[src/rtl/modmul_product_seq_pkg.sv]
// ============================================================================
//  Module      : modmul_product_seq_pkg
//  Description : Shared widths and FSM state type for the shift-add multiplier
//  Revision    : 1.0 - initial release
// ============================================================================
`default_nettype none

package modmul_product_seq_pkg;

    localparam int MODULUS_LENGTH = 23;
    localparam int DATA_LENGTH    = 64;

    typedef enum logic [1:0] {
        MUL_IDLE = 2'd0,
        MUL_RUN  = 2'd1,
        MUL_DONE = 2'd2
    } mul_state_e;

endpackage

`default_nettype wire

[src/rtl/modmul_product_seq.sv]
// ============================================================================
//  Module      : modmul_product_seq
//  Description : Radix-2 shift-add multiplier, fixed W-cycle latency, feeds
//                the Barrett reducer with a one-cycle finish strobe
//  Revision    : 1.0 - initial release
// ============================================================================
`default_nettype none

module modmul_product_seq #(
    parameter int OPERAND_WIDTH = modmul_product_seq_pkg::MODULUS_LENGTH,
    parameter int DATA_LENGTH   = modmul_product_seq_pkg::DATA_LENGTH
) (
    input  logic                   clk_i,
    input  logic                   rst_i,
    input  logic                   start_i,
    input  logic [DATA_LENGTH-1:0] a_i,
    input  logic [DATA_LENGTH-1:0] b_i,
    output logic                   busy_o,
    output logic                   finish_o,
    output logic [DATA_LENGTH-1:0] product_o
);

    import modmul_product_seq_pkg::*;

    localparam int W     = OPERAND_WIDTH;
    localparam int CNT_W = (W > 1) ? $clog2(W) : 1;

    if (2 * OPERAND_WIDTH > DATA_LENGTH) begin : g_width_check
        $fatal(1, "modmul_product_seq: 2*OPERAND_WIDTH exceeds DATA_LENGTH");
    end

    mul_state_e             state_q, state_d;
    logic [2*W-1:0]         a_sh_q, a_sh_d;
    logic [W-1:0]           b_sh_q, b_sh_d;
    logic [2*W-1:0]         acc_q, acc_d;
    logic [CNT_W-1:0]       cnt_q, cnt_d;
    logic [DATA_LENGTH-1:0] product_q, product_d;

    logic [2*W-1:0]         acc_sum;
    logic                   last_step;
    logic                   accept;
    logic                   unused_upper_bits;

    // Operand bits above W are intentionally discarded.
    assign unused_upper_bits = ^{a_i[DATA_LENGTH-1:W], b_i[DATA_LENGTH-1:W]};

    assign acc_sum   = acc_q + (b_sh_q[0] ? a_sh_q : '0);
    assign last_step = (cnt_q == CNT_W'(W - 1));
    assign accept    = start_i && ((state_q == MUL_IDLE) || (state_q == MUL_DONE));

    always_ff @(posedge clk_i or posedge rst_i) begin
        if (rst_i) begin
            state_q <= MUL_IDLE;
        end else begin
            state_q <= state_d;
        end
    end

    always_comb begin
        state_d = state_q;
        case (state_q)
            MUL_IDLE: if (start_i)   state_d = MUL_RUN;
            MUL_RUN:  if (last_step) state_d = MUL_DONE;
            MUL_DONE: state_d = start_i ? MUL_RUN : MUL_IDLE;
            default:  state_d = MUL_IDLE;
        endcase
    end

    always_comb begin
        busy_o    = 1'b0;
        finish_o  = 1'b0;
        product_o = product_q;
        case (state_q)
            MUL_RUN:  busy_o   = 1'b1;
            MUL_DONE: finish_o = 1'b1;
            default:  ;
        endcase
    end

    // Datapath: the result register only moves on the final step, so the
    // reducer sees a stable value between finish strobes.
    always_comb begin
        a_sh_d    = a_sh_q;
        b_sh_d    = b_sh_q;
        acc_d     = acc_q;
        cnt_d     = cnt_q;
        product_d = product_q;
        if (accept) begin
            a_sh_d = (2*W)'(a_i[W-1:0]);
            b_sh_d = b_i[W-1:0];
            acc_d  = '0;
            cnt_d  = '0;
        end else if (state_q == MUL_RUN) begin
            acc_d  = acc_sum;
            a_sh_d = a_sh_q << 1;
            b_sh_d = b_sh_q >> 1;
            cnt_d  = cnt_q + 1'b1;
            if (last_step) begin
                product_d = DATA_LENGTH'(acc_sum);
            end
        end
    end

    always_ff @(posedge clk_i or posedge rst_i) begin
        if (rst_i) begin
            a_sh_q    <= '0;
            b_sh_q    <= '0;
            acc_q     <= '0;
            cnt_q     <= '0;
            product_q <= '0;
        end else begin
            a_sh_q    <= a_sh_d;
            b_sh_q    <= b_sh_d;
            acc_q     <= acc_d;
            cnt_q     <= cnt_d;
            product_q <= product_d;
        end
    end

endmodule

`default_nettype wire

[config.mk]
export PLATFORM = sky130hd
export DESIGN_NAME = modmul_product_seq
export DESIGN_NICKNAME = d
export VERILOG_FILES = /design/src/rtl/modmul_product_seq_pkg.sv /design/src/rtl/modmul_product_seq.sv
export SDC_FILE = /design/constraint.sdc
export NUM_CORES = 1
export LEC_CHECK = 0
export CORE_UTILIZATION = 45
export CTS_CLUSTER_DIAMETER = 100
export DETAILED_ROUTE_END_ITERATION = 8
export PLACE_DENSITY = 0.72
export SETUP_SLACK_MARGIN = 0.3
export SLEW_MARGIN = 20
export SYNTH_ARGS = -nofsm -noshare
export SYNTH_HDL_FRONTEND = slang
export SYNTH_SLANG_ARGS = --single-unit
[constraint.sdc]
create_clock -name clk_i -period 7.8 [get_ports clk_i]
set_clock_uncertainty 0.1 [all_clocks]
set_input_delay 1.17 -clock clk_i [delete_from_list [all_inputs] [get_ports clk_i]]
set_output_delay 1.17 -clock clk_i [all_outputs]
set_load 0.005 [all_outputs]
==> results of run 1 <==
[Yosys cell counts, types with 3 or more instances]
library cell	number	area (sq um)
nor2_1	44	165
buf_4	18	135
dfrtp_1	168	4200
buf_1	5	18.8
clkbuf_1	47	176
nand2b_1	5	31.3
nor2b_1	4	25.0
o41ai_1	4	35.0
a22o_1	67	587
inv_1	16	60.1
nand2_1	198	743
a2111oi_0	3	26.3
a21o_1	15	113
mux2_2	22	248
nand3_1	13	65.1
ha_1	47	588
a211oi_1	8	60.1
a31oi_1	16	100
nor3_1	8	40.0
and3_1	3	18.8
a221o_1	3	30.0
o21a_1	5	37.5
a21oi_1	43	215
and2_1	46	288
xor2_1	18	158
a22oi_1	33	248
o211ai_1	7	52.6
a221oi_2	3	45.0
o21ai_0	49	245
nand4_1	8	50.1
a21boi_0	3	22.5
xnor2_1	27	236
[worst max-delay path, delay by kind of cell (launching register included)]
kind | cells | cell delay [ps]
AO/OA/AOI/OAI | 6 | 1830
XOR/XNOR | 1 | 200
adder cells (fa/ha/maj) | 1 | 290
buffers and inverters | 1 | 400
flip-flops | 1 | 590
multiplexers | 1 | 280
AND/OR/NAND/NOR | 1 | 180
[layer usage]
metal,vias up,GRT usage,part of all wire
li1,3658,-,-
met5,-,0,0
met3,31,0.0466,0.051
met2,196,0.340,0.46
met1,3747,0.309,0.47
met4,0,0.0682,0.017
[per-stage QoR]
step / area [sq um] / hold WS, ps / setup slack (ps) / total power (W)
3_5_place_dp: 10500 / 363 / 3740 / 0.00373
5_1_grt: 11100 / 404 / 3550 / 0.00495
2_1_floorplan: 9490 / 347 / 1980 / 0.00309
3_3_place_gp: 10500 / 359 / 3750 / 0.00367
6_report: 11100 / 373 / 3830 / 0.00459
4_1_cts: 11100 / 379 / 3860 / 0.00461
[power breakdown]
part	total [W]	switching, W	internal [W]
sequential	0.00151	0.000251	0.00126
clock	0.000858	0.000355	0.000503
combinational	0.00222	0.00121	0.00101
total	0.00459	0.00182	0.00277
[logic make-up (layout without fill, tap and decap cells)]
kind of cell | after synthesis | count (layout) | share of synthesized area
simple gates | 338 | 338 | 0.159
xor+xnor | 45 | 45 | 0.0418
fa+ha+maj | 48 | 48 | 0.0645
buf+inv | 89 | 154 | 0.0434
other cells | 1 | 18 | 0.000398
mux | 24 | 24 | 0.0289
compound gates | 282 | 282 | 0.216
flops | 168 | 168 | 0.446
[area by class of cell]
| type | instances | area share |
|---|---|---|
| multi-input cells | 755 | 0.440 |
| flip-flops and latches | 168 | 0.378 |
| repair buffers | 104 | 0.0918 |
| clock buffers | 20 | 0.0393 |
| well taps | 270 | 0.0304 |
| clock inverters | 12 | 0.0137 |
| inverters | 18 | 0.00686 |
[flip-flops by register name, summed over array words and instances (netlist names)]
name / cells
product_o: 46
b_sh_q: 23
cnt_q: 5
acc_q: 46
state_q: 2
a_sh_q: 46
[worst max path at each step]
stage / start / to / slack (ps)
detailed placement: start_i / acc_q[20] / 3740
global placement: start_i / acc_q[33] / 3750
CTS: b_sh_q[0] / product_o[39] / 3860
floorplan: rst_i / a_sh_q[0] / 1980
finish: b_sh_q[0] / product_o[39] / 3830
global route: b_sh_q[0] / product_o[43] / 3550
==> reports/metrics.cfg, run 1 <==
[run_status]
status=finished clean

[cts]
clk_pin_slew_ps=60
cts_tree=done
clockBufferDepth=2
worst_skew_pair.late_latency_ps=430
cts_buffers=17
clock-root-buffer=clkbuf_16
ctsHoldBuffers=0
cts_setup_buffers=0
cts_sinks=168
cts_max_level=4
cts.repair.resized=0

[logic_synthesis]
async_flop_share=1.00
ys_ff_latch=168
avgSynthCellArea_sq_um=9.48
yosysWarnings=0
postSynthCellCount=995
ys_seq_area_frac=0.446
synth_edf_count=0
ys.flop_type=dfrtp_1
ys_types=62
netlist_area_sq_um=9430

[grt]
grt_pass1_wl_um=37900
antenna_found_initial=0
grt_max_degree=112
track_usage=0.220
grt_pass1_vias=7391
overflow=0

[layout]
most-common-layout-cells=nand2_1, dfrtp_1, clkdlybuf4s50_1, a22o_1, o21ai_0
multi_input_area_sq_um=4890
final_common_cell=nand2_1
diodes=0
fin_cells=1347
final_core_util=0.546
area_delta_synth_final_pct=17.9
final_nets=1243
seq_area_sq_um=4200
drive_above_1_share=0.0706
fillers=1835

[setup_path]
r2r-end=product_o[39]
worst_setup_path_end_kind=flip-flop
crit_top_cell=o21ai_0
critPathMaxFanout=35
required_ps=8020
arrival_ps=4190
r2r_slack_ps=3830
crit_path_max_incr_delay_ps=590
rr_worst_depth=11
cpMaxStageDelayCell=dfrtp_1
critPathKind=flip-flop to flip-flop
start_kind=flip-flop
r2r-start=b_sh_q[0]
path_cells=buf_4 -> and2_1 -> ha_1 -> a21oi_1 -> o21ai_0 -> a32oi_1 -> a2111oi_0 -> o41ai_1 -> o21ai_0 -> xor2_1 -> mux2_2

[timing]
rsz0062_at_grt=false
hold_violations=0
tightestPinTransition_ps=1050
clock.fmax_ghz=0.252
finalSetupTns_ps=0
period_share=0.509
setup_violations=0
slew_headroom=0.296
slew_violations=0
fin_crit_ps=3970

[routing]
drt_iter0_drc=469
drcViolationCount=0
vias=7632
wl_um=22300
postRouteAntennaNets=0
drtPass1Iterations=5
vias_per_cell=5.67
wl_per_cell_um=16.6

[hold_path]
whs_endpoint=product_o[17]
min_path_cells=2
hold_path.class=flip-flop to flip-flop
hp-start=product_o[17]

[power]
p_per_area_nw_per_um2=413
leakage_nw=5.27
peakVddDrop_v=0.000207

[floorplan]
die_h_um=147
fp.coreArea_sq_um=20400
rows=52
pin_count=197
die_area_sq_um=21500
initial_core_util=0.463
die_w_um=147

[place]
dpl.hpwl_um=15300
dp.cells=1315
portBuffers=96
place.gp.congestion=0.887

[run]
max_cap_violations=0

Note: power is estimated with default switching activity, not from simulation.
==> inputs of run 2 (changes only) <==
Clock period 7.8 ns to 4 ns, I/O delays scaled along.
==> run 2 against run 1 <==
  * Worst setup slack worse by 3300 ps
  * First-iteration DRC count up 12%
  * Highest routed layer unchanged
  * Final cell count up 1.0%
  * Clock power up 110%
  * Sequential share of layout area down 0.88 points
  * Via count about the same
  * Hold slack worse by 2.4 ps
  * Combinational power up 100%
  * Sequential power up 95%
  * Global-route usage about the same
  * Cell area up 2.4%
  * Critical path depth up 2
==> reports/metrics.cfg, run 2 (same netlist as run 1, synthesis figures left out) <==
[layout]
final_common_cell=nand2_1
drive_above_1_share=0.0962  ; +0.0257
area_delta_synth_final_pct=20.8
seq_area_sq_um=4210  ; about the same
most-common-layout-cells=nand2_1, dfrtp_1, clkdlybuf4s50_1, a22o_1
fillers=1787  ; -2.6%
final_nets=1257  ; +1.1%
diodes=0  ; unchanged
multi_input_area_sq_um=4940  ; +1.0%

[setup_path]
required_ps=4220  ; -3800 ps
start_kind=flip-flop
worst_setup_path_end_kind=flip-flop
critPathMaxFanout=20  ; -43%
arrival_ps=3720  ; -470 ps
critPathKind=flip-flop to flip-flop

[cts]
ctsHoldBuffers=0  ; unchanged
cts_buffers=17  ; unchanged
cts_max_level=4  ; unchanged
clockBufferDepth=2  ; unchanged
clk_pin_slew_ps=60  ; about the same
cts_tree=done
worst_skew_pair.late_latency_ps=430  ; about the same
cts_sinks=168  ; unchanged
clock-root-buffer=clkbuf_16

[floorplan]
die_w_um=147  ; unchanged
die_area_sq_um=21500  ; unchanged
fp.coreArea_sq_um=20400  ; unchanged
die_h_um=147  ; unchanged
initial_core_util=0.463  ; unchanged
rows=52  ; unchanged
pin_count=197  ; unchanged

[timing]
rsz0062_at_grt=false
hold_violations=0  ; unchanged
tightestPinTransition_ps=992  ; -61.3 ps
worst_hold_slack_ps=371  ; -2.41 ps
setup_slack_ps=493  ; -3340 ps
finalSetupTns_ps=0  ; unchanged
slew_headroom=0.339  ; +0.0425
clock.fmax_ghz=0.285  ; +13%
slew_violations=0  ; unchanged
fin_crit_ps=3510  ; -462 ps
setup_violations=0  ; unchanged
period_share=0.877  ; +0.368

[routing]
postRouteAntennaNets=0  ; unchanged
drt_iter0_drc=523  ; +12%
wl_per_cell_um=16.6  ; -0.11%
wl_um=22500  ; +0.93%
vias_per_cell=5.61  ; -0.98%
drtPass1Iterations=6  ; +1
drcViolationCount=0  ; unchanged
vias=7636  ; +0.052%

[power]
p_per_area_nw_per_um2=807  ; +96%
intPower_w=0.00559  ; +100%
peakVddDrop_v=0.000355  ; +71%
switchingPower_w=0.00360  ; +98%
power_switching_share=0.392  ; -0.00479
power_frac_comb=0.484  ; about the same
leakage_nw=5.36  ; +1.9%
clockPowerShare=0.195  ; +0.008
seq_power_share=0.320  ; -0.009

[place]
portBuffers=96  ; unchanged
dpl.hpwl_um=15400  ; +0.40%
place_ws_ps=308  ; -3430 ps
place.gp.congestion=0.914  ; +3.1%

[hold_path]
hold_path.class=flip-flop to flip-flop

[grt]
antenna_found_initial=0  ; unchanged
overflow=0  ; unchanged
grt_pass1_vias=7466  ; +1.0%
grt_pass1_wl_um=38000  ; +0.35%
track_usage=0.219  ; -0.000460
grt_max_degree=76  ; -32%

[run_status]
status=finished clean

[run]
max_cap_violations=0  ; unchanged

==> run 2: cell types whose count changed in the layout (fill, tap and decap cells not counted), sizes merged <==
cell      before  now
buf            8   22
clkinv        10    6
clkinvlp       1    4
bufinv         3    4
clkbuf        20   21
inv           16   15
==> run 2: critical path: stages, from the launching register on <==
cell       delay (ps)
dfrtp_2           490
buf_4             230
and2_1            150
ha_1              380
nand2_1           140
o21ai_0           340
a32oi_1           220
a2111oi_2         330
buf_4             170
o41ai_1            60
buf_4             150
o21ai_0           220
xor2_1            130
mux2_2            280
==> run 2: what timing repair did <==
action,CTS,global route
setup buffers,0,2
pin swaps,0,3
endpoints found under the setup margin,2,14
endpoints found under the hold margin,0,0
gates resized for setup,1,17
==> run 2: power groups by stage <==
stage	registers (W)	logic (W)	clock network [W]
4_1_cts	0.00295	0.00439	0.00182
6_report	0.00294	0.00445	0.00179
3_5_place_dp	0.00295	0.00437	0
2_1_floorplan	0.00283	0.00319	0
5_1_grt	0.00304	0.00496	0.00188
3_3_place_gp	0.00294	0.00427	0
==> run 2: layer usage <==
metal	vias up	share of wire	track usage
li1	3670	-	-
met1	3736	0.46	0.297
met2	202	0.47	0.353
met3	28	0.055	0.0506
met4	0	0.016	0.0609
met5	-	0	0
==> run 2: layout make-up <==
cell class / instances / area share
Multi-Input combinational cell: 755 / 0.434
Timing Repair Buffer: 118 / 0.104
Inverter: 18 / 0.00637
Sequential cell: 168 / 0.369
Clock inverter: 11 / 0.0149
Tap cell: 270 / 0.0297
Clock buffer: 21 / 0.0413
==> run 2: path summary, 6_finish.rpt <==
check,from,to,slack [ps],cells past startpoint
hold / removal,product_o[19],product_o[19],370,2
setup / recovery,b_sh_q[0],product_o[39],490,13
hold reg to reg,product_o[19],product_o[19],370,2
min in group asynchronous,rst_i,product_o[30],480,2
setup reg to reg,b_sh_q[0],product_o[39],490,13
max in group asynchronous,rst_i,b_sh_q[0],2590,3
==> run 2: per-stage QoR <==
step | util | total power [W] | cell area (sq um) | cells
5_1_grt | 0.559 | 0.00989 | 11400 | 1361
4_1_cts | 0.556 | 0.00915 | 11300 | 1359
3_3_place_gp | 0.524 | 0.00721 | 10700 | 1327
6_report | 0.559 | 0.00919 | 11400 | 1361
3_5_place_dp | 0.524 | 0.00732 | 10700 | 1327
2_1_floorplan | - | 0.00603 | 9500 | 1012
